<file path="src/rtl/vrf_port_arbiter.sv">
// Round-robin arbiter sharing one byte-write VRF RAM port among N_REQ requesters.
// Registered command stage, read tracking, and ID-tagged read responses two cycles after handshake.
module vrf_port_arbiter #(
  parameter int N_REQ      = 4,
  parameter int NUM_COL    = 8,
  parameter int COL_WIDTH  = 8,
  parameter int ADDR_WIDTH = 10,
  parameter int DATA_WIDTH = NUM_COL * COL_WIDTH,
  parameter int ID_W       = 3
) (
  input  logic                        clk,
  input  logic                        rst_n,
  input  logic                        stall,
  input  logic [N_REQ-1:0]            req_valid,
  output logic [N_REQ-1:0]            req_ready,
  input  logic [N_REQ*NUM_COL-1:0]    req_we,
  input  logic [N_REQ*ADDR_WIDTH-1:0] req_addr,
  input  logic [N_REQ*DATA_WIDTH-1:0] req_wdata,
  output logic                        ram_en,
  output logic [NUM_COL-1:0]          ram_we,
  output logic [ADDR_WIDTH-1:0]       ram_addr,
  output logic [DATA_WIDTH-1:0]       ram_din,
  input  logic [DATA_WIDTH-1:0]       ram_dout,
  output logic                        rsp_valid,
  output logic [ID_W-1:0]             rsp_id,
  output logic [DATA_WIDTH-1:0]       rsp_data
);

  localparam int PAD = 2 ** ID_W;
  localparam int SW  = ID_W + 1;

  logic [ID_W-1:0]       ptr;
  logic [ID_W-1:0]       ptr_nxt;
  logic [ID_W-1:0]       grant_idx;
  logic                  grant_any;
  logic                  grant_read;
  logic [PAD-1:0]        valid_pad;
  logic [NUM_COL-1:0]    sel_we;
  logic [ADDR_WIDTH-1:0] sel_addr;
  logic [DATA_WIDTH-1:0] sel_din;
  logic                  rd_pend;
  logic [ID_W-1:0]       rd_id;

  // Padding to a power of two lets an ID_W-bit slot index the valid vector directly.
  assign valid_pad = PAD'(req_valid);

  always_comb begin : arbitrate
    logic [SW-1:0] slot;
    grant_any = 1'b0;
    grant_idx = '0;
    slot      = '0;
    if (rst_n && !stall) begin
      for (int k = 0; k < N_REQ; k++) begin
        slot = {1'b0, ptr} + SW'(k);
        if (slot >= SW'(N_REQ)) slot = slot - SW'(N_REQ);
        if (!grant_any && valid_pad[slot[ID_W-1:0]]) begin
          grant_any = 1'b1;
          grant_idx = slot[ID_W-1:0];
        end
      end
    end
  end

  for (genvar gi = 0; gi < N_REQ; gi++) begin : g_ready
    assign req_ready[gi] = grant_any && (grant_idx == ID_W'(gi));
  end

  // Explicit wrap so non-power-of-two N_REQ never lands on an unused index.
  assign ptr_nxt = (grant_idx == ID_W'(N_REQ - 1)) ? '0 : grant_idx + ID_W'(1);

  always_comb begin : select_cmd
    sel_we   = '0;
    sel_addr = '0;
    sel_din  = '0;
    for (int i = 0; i < N_REQ; i++) begin
      if (grant_idx == ID_W'(i)) begin
        sel_we   = req_we[i*NUM_COL +: NUM_COL];
        sel_addr = req_addr[i*ADDR_WIDTH +: ADDR_WIDTH];
        sel_din  = req_wdata[i*DATA_WIDTH +: DATA_WIDTH];
      end
    end
  end

  assign grant_read = (sel_we == '0);

  always_ff @(posedge clk) begin
    if (!rst_n) begin
      ptr      <= '0;
      ram_en   <= 1'b0;
      ram_we   <= '0;
      ram_addr <= '0;
      ram_din  <= '0;
      rd_pend  <= 1'b0;
      rd_id    <= '0;
    end else begin
      ram_en  <= grant_any;
      rd_pend <= grant_any && grant_read;
      if (grant_any) begin
        ptr      <= ptr_nxt;
        ram_we   <= sel_we;
        ram_addr <= sel_addr;
        ram_din  <= sel_din;
        if (grant_read) rd_id <= grant_idx;
      end else begin
        ram_we <= '0;
      end
    end
  end

  always_ff @(posedge clk) begin
    if (!rst_n) begin
      rsp_valid <= 1'b0;
      rsp_id    <= '0;
    end else begin
      rsp_valid <= rd_pend;
      rsp_id    <= rd_id;
    end
  end

  assign rsp_data = ram_dout;

endmodule

</file>
<file path="config.mk">
export PLATFORM = sky130hd
export DESIGN_NAME = vrf_port_arbiter
export DESIGN_NICKNAME = d
export VERILOG_FILES = /design/src/rtl/vrf_port_arbiter.sv
export SDC_FILE = /design/constraint.sdc
export NUM_CORES = 1
export LEC_CHECK = 0
export ABC_AREA = 1
export ABC_CLOCK_PERIOD_IN_PS = 9050
export CAP_MARGIN = 10
export CORE_AREA = 2 2 213 215
export CTS_BUF_LIST = sky130_fd_sc_hd__clkbuf_4 sky130_fd_sc_hd__clkbuf_8
export DETAILED_ROUTE_END_ITERATION = 6
export DIE_AREA = 0 0 215 217
export DONT_BUFFER_PORTS = 1
export SLEW_MARGIN = 20
export SYNTH_ARGS = -nofsm -noshare
export SYNTH_HDL_FRONTEND = slang
export SYNTH_SLANG_ARGS = --single-unit
</file>
<file path="constraint.sdc">
create_clock -name clk -period 9.05 [get_ports clk]
set_clock_uncertainty 0.15 [all_clocks]
set_input_delay 2.715 -clock clk [delete_from_list [all_inputs] [get_ports clk]]
set_output_delay 2.715 -clock clk [all_outputs]
set_load 0.02 [all_outputs]
</file>
After elaboration in Yosys (flattened, before gate mapping)

Cells that the tools add are included.

Order comparisons: 8
Multiplexer cells: 42
Shift operators: 0
Reduce and logical (&&, ||, !) cells: 17
Add/subtract/negate cells: 8
Equal/unequal tests: 3
Div/mod/pow operators: 0
$mul: 0
Bitwise logic cells: 0

Operator list:

| kind                  | count |
|---|---|
| $mux W64              | 4 |
| $mux W3               | 14 |
| $mux W10              | 4 |
| $mux W8               | 4 |
| $lt A3 B4 Y1 const B  | 4 |
| $bmux W1 S3           | 4 |
| $ge A4 B3 Y1 const B  | 3 |
| $mux W1               | 12 |
| $sub A3 B3 Y3 const B | 4 |
| $logic_and A1 B1 Y1   | 9 |
| $add A3 B2 Y4 const B | 2 |
| $logic_not A8 Y1      | 1 |
| $eq A3 B2 Y1 const B  | 2 |
| $add A3 B1 Y4 const B | 1 |
| $logic_not A1 Y1      | 4 |
| $reduce_and A2 Y1     | 2 |
| $add A3 B1 Y3 const B | 1 |
| $eq A3 B1 Y1 const B  | 1 |
| $ge A3 B3 Y1 const B  | 1 |
| $logic_not A3 Y1      | 1 |

Latch bits: 0
RAM bits: 0
ROM bits: 0
Input bits: 399
Memories kept: 0
Word-level logic and storage cells: 87
Output and inout port bits: 155
Bits in registers: 94

Logic depth before layout (Yosys ltp)

Gate-level depths: netlist of run 1.

Depth in word-level cells: 26
Gate-level depth with buffers: 25
Mapped depth without buffers: 23

Least setup slack after synthesis of run 1

No wires, ideal clock.

Kind: input port to output port
Start point: input port rst_n
End point: output port req_ready[1]
Required time: 6185 ps
Slack: 1461 ps
Stages on the path: 12
Buffers on the path: 4
Arrival: 4724 ps
Cell sequence: buf_2 -> inv_1 -> nor2_1 -> nand2_1 -> inv_1 -> nand2_4 -> ha_1 -> clkbuf_1 -> inv_1 -> clkbuf_1 -> clkbuf_1 -> nor2_1

Word-level cells in the longest chain between the ends: 4
Elaborated cells on any way between the ends: 5
Those cells by class: eq/ne (1); mux (2); reduce/logical (2)

Ends and longest elaborated chain:

| what                    | line | source |
|---|---|---|
| start, declared         | 12   | `input logic rst_n,` |
| $logic_and A1 B1 Y1 (*) | 52   | `if (rst_n && !stall) begin` |
| $mux W3                 | 52   |  |
| $eq A3 B1 Y1            | 65   | `assign req_ready[gi] = grant_any && (grant_idx == ID_W'(gi));` |
| $logic_and A1 B1 Y1 (*) | 65   |  |
| end, declared           | 15   | `output logic [N_REQ-1:0] req_ready,` |

Mark *: on every way between the ends. The rest lies on a longest branch, timed or not.

Worst setup path after layout of run 1

Start point: input port req_valid[3]
End point: output port req_ready[2]

Word-level cells in the longest chain between the ends: 18
Elaborated cells on any way between the ends: 29
Those cells by class: eq/ne (1); mux (21); reduce/logical (7)

Ends and longest elaborated chain:

| what                          | line | source |
|---|---|---|
| start, declared               | 14   | `input logic [N_REQ-1:0] req_valid,` |
| $bmux W1 S3                   | 56   | `if (!grant_any && valid_pad[slot[ID_W-1:0]]) begin` |
| $mux W1 (implied by the code) | 56   |  |
| $mux W1                       | 56   |  |
| $mux W1                       | 52   |  |
| $logic_not A1 Y1              | 56   |  |
| $logic_and A1 B1 Y1           | 56   |  |
| $mux W1                       | 56   |  |
| $mux W1                       | 52   |  |
| [... 3 more ...]              | -    |  |
| $mux W1                       | 52   |  |
| $logic_not A1 Y1              | 56   |  |
| $logic_and A1 B1 Y1           | 56   |  |
| $mux W3 (*)                   | 56   |  |
| $mux W3 (*)                   | 52   |  |
| named net grant_idx[1]        | 34   | `logic [ID_W-1:0] grant_idx;` |
| $eq A3 B2 Y1 (*)              | 65   |  |
| $logic_and A1 B1 Y1 (*)       | 65   |  |

The timed path passes the listed nets; every way through them passes the cells marked *. The select of a mux whose other input is x is not followed.

==> out/qor.txt, run 1 <==
====================================================================================
Run status                                                                 completed
CP endpoint kind                                                          output pin
Starting utilization of the core area                                          14.5%
Leading area contributor after synthesis                                sky130_fd_sc_hd__dfxtp_1
Floorplan row count                                                               78
Pins over their slew limit                                                         0
Average vias per placed instance                                                4.49
Final HPWL DP                                                                19.3 mm
R2r setup slk                                                                4.62 ns
Count of instances resized after the clock tree is built                           0
Count of endpoints failing hold in the final timing report                         0
Number of setup buffers added after CTS                                            0
Peak Freq                                                                  0.137 GHz
Height of the die                                                             217 um
Final WL                                                                     26.5 mm
Clock insertion delay at the later pin of the skew report                    0.43 ns
Root buffer cell                                                        sky130_fd_sc_hd__clkbuf_8
Fraction of power spent switching nets                                         42.3%
Cell area after layout                                                   0.00669 mm2
Global-route wire length before repair                                       36.7 mm
Inserted Clock Buffers                                                             9
Leading cell types by total area after synthesis                        sky130_fd_sc_hd__dfxtp_1 29%, sky130_fd_sc_hd__a21oi_1 18%, sky130_fd_sc_hd__nand2_1 12%, sky130_fd_sc_hd__buf_4 8.2%, sky130_fd_sc_hd__nand3_1 6.6%
Area added between synthesis and finish                                        3.03%
Syn Nets                                                                        1433
Average cell area after synthesis                                           6.30 um2
Number of unique standard cell types used by synthesis                            31
Share of cells above drive strength 1                                          6.42%
Reg power frac                                                                 44.3%
Total of max-cap violations                                                        0
DRC violations left                                                                0
Worst path setup slack after routing                                         1.74 ns
Number of nets in the final layout                                              1302
Port buffer count                                                                  0
Share of total power in the clock network                                      24.3%
Maximum number of pins on one net before global-route repair                      88
Peak supply drop                                                           0.0683 mV
Total overflow reported by the global router                                       0
Unrepaired setup endpoints after global routing                                   no
Cell area after technology mapping                                       0.00649 mm2
Hold path startpoint                                                    rd_pend$_SDFF_PN0_
Number of global-route vias before repair                                       6108
Chip Width                                                                    215 um
Die Footprint                                                             0.0467 mm2
Accumulated negative setup slack                                                0 ns
ANT nets after route                                                               0
Number of instances in the synthesized netlist                                  1030
Reg2reg start                                                           ptr[0]$_SDFFE_PN0P_
Combinational cell fraction of total power                                     31.4%
Required arrival time at the worst endpoint                                  6.19 ns
Logic depth of the worst register-to-register path                                21
Seq/Total Area, Yosys                                                          29.0%
Slew at the pin closest to its max-slew limit                                1.07 ns
I/O pin count                                                                    554
Critical path class                                                     input port to output pin
End point of the most critical hold path                                rsp_valid$_SDFF_PN0_
Total clock sinks                                                                 94
Combined global-route utilization of all metal layers                          10.6%
Drt pass-1 iters                                                                   5
CTS clk-pin slew, worst paths                                                0.09 ns
Weighted congestion at the end of routability-driven global placement          0.900
Worst flop-to-flop path endpoint                                        rd_id[0]$_SDFFE_PN0P_
Initial detailed-routing violation count                                         474
Crit path arrival time                                                       4.45 ns
Number of antenna violations at the first check in global routing                  9
Final design utilization                                                       15.0%
Maximum fanout along the worst path                                                5
Post-DP Area                                                             0.00649 mm2
Worst hold path type                                                    flop to flop
Yosys top cell area share                                                      29.0%
Floorplan Core Area                                                       0.0447 mm2
Leakage power summed over all cells                                          2.45 nW
Clock Path Buffers                                                                 2
TritonCTS clock tree                                                             yes
Total internal power                                                        0.660 mW
Hold Path Cell Cnt                                                                 2
Via total after detailed routing                                                6805
Pwr per Cell Area                                                         171 mW/mm2
Slew margin rel.                                                               28.6%
Kind of launch point of the worst setup path                              input port
Total of endpoints with negative setup slack in the final report                   0
WL per Instance                                                              17.5 um
Final period util                                                              80.8%
Number of filler cells placed in the layout                                     5218
Switching power total                                                       0.485 mW
Yosys Warn Count                                                                   0
Post-Place Worst Slack                                                       1.77 ns
Post-layout minimum cycle time                                               7.31 ns
Flops & latches, synth                                                            94
Minimum hold slack                                                          0.279 ns
CTS H-Tree Depth                                                                   3
Number of buffers inserted for hold repair after clock tree synthesis              0
====================================================================================
[cell usage after synthesis]
| cell type | n |
|---|---|
| sky130_fd_sc_hd__nor3_1 | 2 |
| sky130_fd_sc_hd__nand3_2 | 5 |
| sky130_fd_sc_hd__a21oi_1 | 239 |
| sky130_fd_sc_hd__o31ai_1 | 1 |
| sky130_fd_sc_hd__and2_1 | 1 |
| sky130_fd_sc_hd__nor2_1 | 38 |
| sky130_fd_sc_hd__o21ai_1 | 76 |
| sky130_fd_sc_hd__nand2_4 | 2 |
| sky130_fd_sc_hd__o21ai_0 | 73 |
| sky130_fd_sc_hd__ha_1 | 4 |
| sky130_fd_sc_hd__nand4_1 | 3 |
| sky130_fd_sc_hd__nand2_2 | 4 |
| sky130_fd_sc_hd__nand2_1 | 212 |
| sky130_fd_sc_hd__clkbuf_1 | 62 |
| sky130_fd_sc_hd__buf_4 | 71 |
| sky130_fd_sc_hd__inv_2 | 2 |
| sky130_fd_sc_hd__nor2_8 | 1 |
| sky130_fd_sc_hd__buf_1 | 8 |
| sky130_fd_sc_hd__buf_2 | 9 |
| sky130_fd_sc_hd__nand3b_1 | 3 |
| sky130_fd_sc_hd__nand3_1 | 85 |
| sky130_fd_sc_hd__inv_1 | 20 |
| sky130_fd_sc_hd__buf_6 | 2 |
| sky130_fd_sc_hd__a21boi_2 | 1 |
| sky130_fd_sc_hd__dfxtp_1 | 94 |
| sky130_fd_sc_hd__nand3_4 | 2 |
| sky130_fd_sc_hd__nor2_2 | 4 |
| sky130_fd_sc_hd__a21oi_2 | 1 |
| sky130_fd_sc_hd__inv_4 | 1 |
| sky130_fd_sc_hd__nor2_4 | 3 |
| sky130_fd_sc_hd__o21bai_1 | 1 |
[layout make-up]
type                       instances  area (um2)  area share (%)
inverter                          23        92.6            1.38
antenna                           10        25.0           0.374
clock inverter                     7        48.8           0.729
clock buffer                       9         124            1.85
tap                              600         751            11.2
multi-input combinational        761        3690            55.2
sequential                        94        1880            28.1
timing repair buffer              10        75.1            1.12
[cells in the final DEF (no fill, tap or decap)]
cell and n:
sky130_fd_sc_hd__ha_1 2, sky130_fd_sc_hd__clkinvlp_4 4, sky130_fd_sc_hd__diode_2 10, sky130_fd_sc_hd__nand2_2 4, sky130_fd_sc_hd__clkinv_2 3, sky130_fd_sc_hd__o21ai_1 76, sky130_fd_sc_hd__nand3_4 2, sky130_fd_sc_hd__a21boi_2 1
sky130_fd_sc_hd__and2_1 1, sky130_fd_sc_hd__nand3b_1 3, sky130_fd_sc_hd__o21bai_1 1, sky130_fd_sc_hd__nand3_1 85, sky130_fd_sc_hd__o21ai_0 73, sky130_fd_sc_hd__inv_1 17, sky130_fd_sc_hd__o31ai_1 1, sky130_fd_sc_hd__nor3_1 2
sky130_fd_sc_hd__nand3_2 5, sky130_fd_sc_hd__nor2_4 3, sky130_fd_sc_hd__inv_4 2, sky130_fd_sc_hd__nand2_4 3, sky130_fd_sc_hd__inv_6 1, sky130_fd_sc_hd__inv_2 3, sky130_fd_sc_hd__a21oi_2 1, sky130_fd_sc_hd__nor2_2 4
sky130_fd_sc_hd__dfxtp_1 94, sky130_fd_sc_hd__nand4_1 3, sky130_fd_sc_hd__ha_4 2, sky130_fd_sc_hd__nand2_1 211, sky130_fd_sc_hd__nor2_8 1, sky130_fd_sc_hd__a21oi_1 239, sky130_fd_sc_hd__buf_4 10, sky130_fd_sc_hd__nor2_1 38
sky130_fd_sc_hd__clkbuf_8 9
[worst max-delay path: stages]
cell and delay, ns:
sky130_fd_sc_hd__inv_1 0.04, sky130_fd_sc_hd__nand2_1 0.10, sky130_fd_sc_hd__nand3_1 0.13, sky130_fd_sc_hd__nand2_1 0.11, sky130_fd_sc_hd__nor2_4 0.13, sky130_fd_sc_hd__nand3_2 0.13, sky130_fd_sc_hd__nand2_1 0.10, sky130_fd_sc_hd__nor2_1 0.05
sky130_fd_sc_hd__nor2_2 0.33, sky130_fd_sc_hd__ha_4 0.20, sky130_fd_sc_hd__inv_2 0.03, sky130_fd_sc_hd__nor2_1 0.38
[power groups by stage]
stage	sequential (mW)	clock (mW)	combinational, mW
2_1_floorplan	0.507	0	0.318
3_3_place_gp	0.517	0	0.345
3_5_place_dp	0.517	0	0.356
4_1_cts	0.507	0.305	0.357
5_1_grt	0.510	0.316	0.403
6_report	0.508	0.279	0.359
[per-stage QoR]
step	std cells	total power, mW
finish	1514	1.15
global route	1510	1.23
CTS	1504	1.17
detailed placement	1488	0.873
global placement	1488	0.862
floorplan	1030	0.824
[flip-flops by register name (all words and copies together) (netlist names)]
name	count
ptr	3
ram_addr	10
ram_din	64
ram_en	1
ram_we	8
rd_id	3
rd_pend	1
rsp_id	3
rsp_valid	1
[how the worst max path moves through the flow]
| stage | from | end | slack [ns] |
|---|---|---|---|
| final | req_valid[3] | req_ready[2] | 1.74 |
| after detailed placement | req_valid[3] | req_ready[2] | 1.77 |
| after global routing | req_valid[3] | req_ready[2] | 1.64 |
| after global placement | req_valid[3] | req_ready[2] | 1.89 |
| after CTS | req_valid[3] | req_ready[2] | 1.77 |
| after floorplan | rst_n | req_ready[1] | 1.46 |
[cell families (layout without fill, tap and decap cells)]
group | after synthesis | in the layout | share of synthesized area, %
adder cells (fa/ha/maj) | 4 | 4 | 0.771
buffers and inverters | 175 | 49 | 14.7
AO/OA/AOI/OAI | 392 | 392 | 30.4
AND/OR/NAND/NOR | 365 | 365 | 25.1
other | 0 | 10 | 0
flip-flops | 94 | 94 | 29.0
[layer usage]
layer	track usage (%)	routed length [um]	vias up	share of wire, %
met5	0	8	-	0.030
met4	8.28	1820	2	6.9
met3	4.47	2820	91	11
met2	17.7	12300	439	46
met1	10.5	9590	3082	36
li1	-	-	3191	-
No activity file was read; power rests on OpenSTA's default activity.
==> run 2, diff against run 1 <==
--- a/config.mk
+++ b/config.mk
@@ -6,12 +6,12 @@
 export NUM_CORES = 1
 export LEC_CHECK = 0
 export ABC_AREA = 1
-export ABC_CLOCK_PERIOD_IN_PS = 9050
+export ABC_CLOCK_PERIOD_IN_PS = 6700
 export CAP_MARGIN = 10
-export CORE_AREA = 2 2 213 215
+export CORE_AREA = 2 2 215 217
 export CTS_BUF_LIST = sky130_fd_sc_hd__clkbuf_4 sky130_fd_sc_hd__clkbuf_8
 export DETAILED_ROUTE_END_ITERATION = 6
-export DIE_AREA = 0 0 215 217
+export DIE_AREA = 0 0 217 219
 export DONT_BUFFER_PORTS = 1
 export SLEW_MARGIN = 20
 export SYNTH_ARGS = -nofsm -noshare
==> constraint.sdc (replaced) <==
create_clock -name clk -period 6.7 [get_ports clk]
set_clock_uncertainty 0.15 [all_clocks]
set_input_delay 2.01 -clock clk [delete_from_list [all_inputs] [get_ports clk]]
set_output_delay 2.01 -clock clk [all_outputs]
set_load 0.02 [all_outputs]
==> run 2 against run 1 <==
  * Routed wire length is 1.3% higher
  * Critical path depth is 1 higher
  * Global-route usage is 0.22 points lower
  * Largest power group unchanged
  * Highest routed layer is now met4
==> out/qor.txt, run 2 (synthesis results as in run 1) <==
====================================================================================
Sequential Area                                                          0.00188 mm2   unchanged
Commonest cells after routing, fill and taps aside                      239 x sky130_fd_sc_hd__a21oi_1, 211 x sky130_fd_sc_hd__nand2_1, 94 x sky130_fd_sc_hd__dfxtp_1   unchanged
Commonest non-fill, non-tap cell in the layout                          sky130_fd_sc_hd__a21oi_1   unchanged
Chip Width                                                                    217 um   was 215 um
DRC violations left                                                                0   unchanged
Via total after detailed routing                                                6817   was 6805
Starting utilization of the core area                                          14.4%   was 14.5%
Peak Freq                                                                  0.170 GHz
Count of instances resized after the clock tree is built                           0   unchanged
Accumulated negative setup slack                                                0 ns   unchanged
Pins over their slew limit                                                         0   unchanged
I/O pin count                                                                    554   unchanged
Final period util                                                              87.9%
Cell with the largest stage delay on the worst path                     sky130_fd_sc_hd__nor2_2   was sky130_fd_sc_hd__nor2_1
Reg power frac                                                                 42.9%   was 44.3%
Area added between synthesis and finish                                        3.78%   was 3.03%
Crit path arrival time                                                       3.73 ns   was 4.45 ns
Post-layout minimum cycle time                                               5.89 ns
Floorplan Core Area                                                       0.0451 mm2   was 0.0447 mm2
Number of buffers inserted for hold repair after clock tree synthesis              0   unchanged
Final WL                                                                     26.8 mm   was 26.5 mm
Number of filler cells placed in the layout                                     5225   was 5218
Die Footprint                                                             0.0475 mm2   was 0.0467 mm2
Peak supply drop                                                           0.0732 mV   was 0.0683 mV
Initial detailed-routing violation count                                         484   was 474
Number of global-route vias before repair                                       5972   was 6108
Reg2reg start                                                           ptr[0]$_SDFFE_PN0P_   unchanged
Total of max-cap violations                                                        0   unchanged
Final Non-Filler Cells                                                          1509   was 1514
Average vias per placed instance                                                4.52   was 4.49
Floorplan row count                                                               78   unchanged
CP endpoint kind                                                          output pin   unchanged
Clock Path Buffers                                                                 2   unchanged
Largest regs                                                            ram_din: 64 flops, ram_addr: 10 flops, ram_we: 8 flops   unchanged
Run status                                                                 completed   unchanged
TritonCTS clock tree                                                             yes   unchanged
Global-route wire length before repair                                       36.1 mm   was 36.7 mm
Total internal power                                                        0.939 mW   was 0.660 mW
Hold path startpoint                                                    rd_pend$_SDFF_PN0_   unchanged
Maximum number of pins on one net before global-route repair                      88   unchanged
Maximum fanout along the worst path                                                5   unchanged
Number of antenna violations at the first check in global routing                  3   was 9
Multi-input logic area                                                   0.00369 mm2   unchanged
Number of nets in the final layout                                              1305   was 1302
Root buffer cell                                                        sky130_fd_sc_hd__clkbuf_8   unchanged
ANT nets after route                                                               0   unchanged
Unrepaired setup endpoints after global routing                                   no   unchanged
Leakage power summed over all cells                                          2.49 nW   was 2.45 nW
Count of endpoints failing hold in the final timing report                         0   unchanged
Cells along the critical path                                           inv_1, nand2_1, nand3_2, nand2_4, nor2_4, nand3_2, nand2_1, nor2_1, nor2_2, ha_4, clkinv_2, nor2_1, buf_4   was inv_1, nand2_1, nand3_1, nand2_1, nor2_4, nand3_2, nand2_1, nor2_1, nor2_2, ha_4, inv_2, nor2_1
CTS H-Tree Depth                                                                   3   unchanged
Total overflow reported by the global router                                       0   unchanged
Inserted Clock Buffers                                                             9   unchanged
Number of flip-flops under the largest register name                              64   unchanged
Required arrival time at the worst endpoint                                  4.54 ns   was 6.19 ns
Max incr delay on CP                                                         0.36 ns   was 0.38 ns
Largest register by flop count                                               ram_din   unchanged
Share of cells above drive strength 1                                          6.73%   was 6.42%
Port buffer count                                                                  0   unchanged
Combinational cell fraction of total power                                     30.4%   was 31.4%
Kind of launch point of the worst setup path                              input port   unchanged
WL per Instance                                                              17.8 um   was 17.5 um
Weighted congestion at the end of routability-driven global placement          0.885   was 0.900
Fraction of power spent switching nets                                         41.3%   was 42.3%
CTS clk-pin slew, worst paths                                                0.10 ns   was 0.09 ns
Clock insertion delay at the later pin of the skew report                    0.42 ns   was 0.43 ns
Start point of the critical path                                        req_valid[3]   unchanged
Number of setup buffers added after CTS                                            0   unchanged
Total clock sinks                                                                 94   unchanged
Switching power total                                                       0.660 mW   was 0.485 mW
Slew at the pin closest to its max-slew limit                                1.03 ns   was 1.07 ns
Worst hold path type                                                    flop to flop   unchanged
Critical path class                                                     input port to output pin   unchanged
Slew margin rel.                                                               31.2%   was 28.6%
Inst Count DP                                                                   1491   was 1488
Combined global-route utilization of all metal layers                          10.4%   was 10.6%
Pwr per Cell Area                                                         237 mW/mm2   was 171 mW/mm2
Drt pass-1 iters                                                                   5   unchanged
Final HPWL DP                                                                19.9 mm   was 19.3 mm
Total of endpoints with negative setup slack in the final report                   0   unchanged
Share of total power in the clock network                                      26.7%   was 24.3%
Height of the die                                                             219 um   was 217 um
====================================================================================
-- run 2: changes by cell type in the layout (fill, tap and decap cells not counted), sizes merged --
cell / previous run / this run
buf: 10 / 13
bufinv: 0 / 1
clkinv: 3 / 2
clkinvlp: 4 / 3
diode: 10 / 2
inv: 23 / 24
-- run 2: layer usage --
layer / vias to the layer above / GRT usage [%] / share of wire, %
met3: 89 / 3.62 / 9.6
met5: - / 0 / 0
met4: 0 / 7.85 / 6.8
met1: 3101 / 10.7 / 37
met2: 445 / 17.5 / 47
li1: 3182 / - / -
-- run 2: layout make-up --
type,count,area share [%]
repair buffers,13,1.63
well taps,600,11.1
inverters,23,1.39
clock buffers,9,1.84
multi-input cells,761,54.8
flip-flops and latches,94,27.9
diodes,2,0.0743
clock inverters,7,1.21
-- run 2: through the flow --
step | cell area, um2 | power [mW] | hold WS (ns) | utilization [%] | setup WS, ns
2_1_floorplan | 6490 | 1.11 | 0.240 | - | 0.521
3_5_place_dp | 6530 | 1.18 | 0.257 | 14.5 | 0.925
4_1_cts | 6730 | 1.64 | 0.277 | 14.9 | 0.923
3_3_place_gp | 6530 | 1.17 | 0.264 | 14.5 | 0.992
5_1_grt | 6740 | 1.72 | 0.306 | 14.9 | 0.764
6_report | 6740 | 1.60 | 0.273 | 14.9 | 0.810
-- run 2: final timing paths --
path | depth (start not counted) | slack, ns | endpoint
min | 2 | 0.27 | rsp_valid$_SDFF_PN0_
max reg2reg | 22 | 2.33 | rd_id[0]$_SDFFE_PN0P_
max | 13 | 0.81 | req_ready[2]
min reg2reg | 2 | 0.27 | rsp_valid$_SDFF_PN0_
-- run 2: power groups by stage --
stage	logic [mW]	registers [mW]	clock network (mW)
after floorplan	0.429	0.684	0
after global placement	0.467	0.699	0
after detailed placement	0.482	0.699	0
after CTS	0.483	0.686	0.466
after global routing	0.546	0.690	0.480
final	0.486	0.686	0.426
-- run 2: critical path: cells and delay by family --
family	cells	cell delay [ns]
buffers and inverters	3	0.26
and+or+nand+nor	9	1.23
adders and majority gates	1	0.22
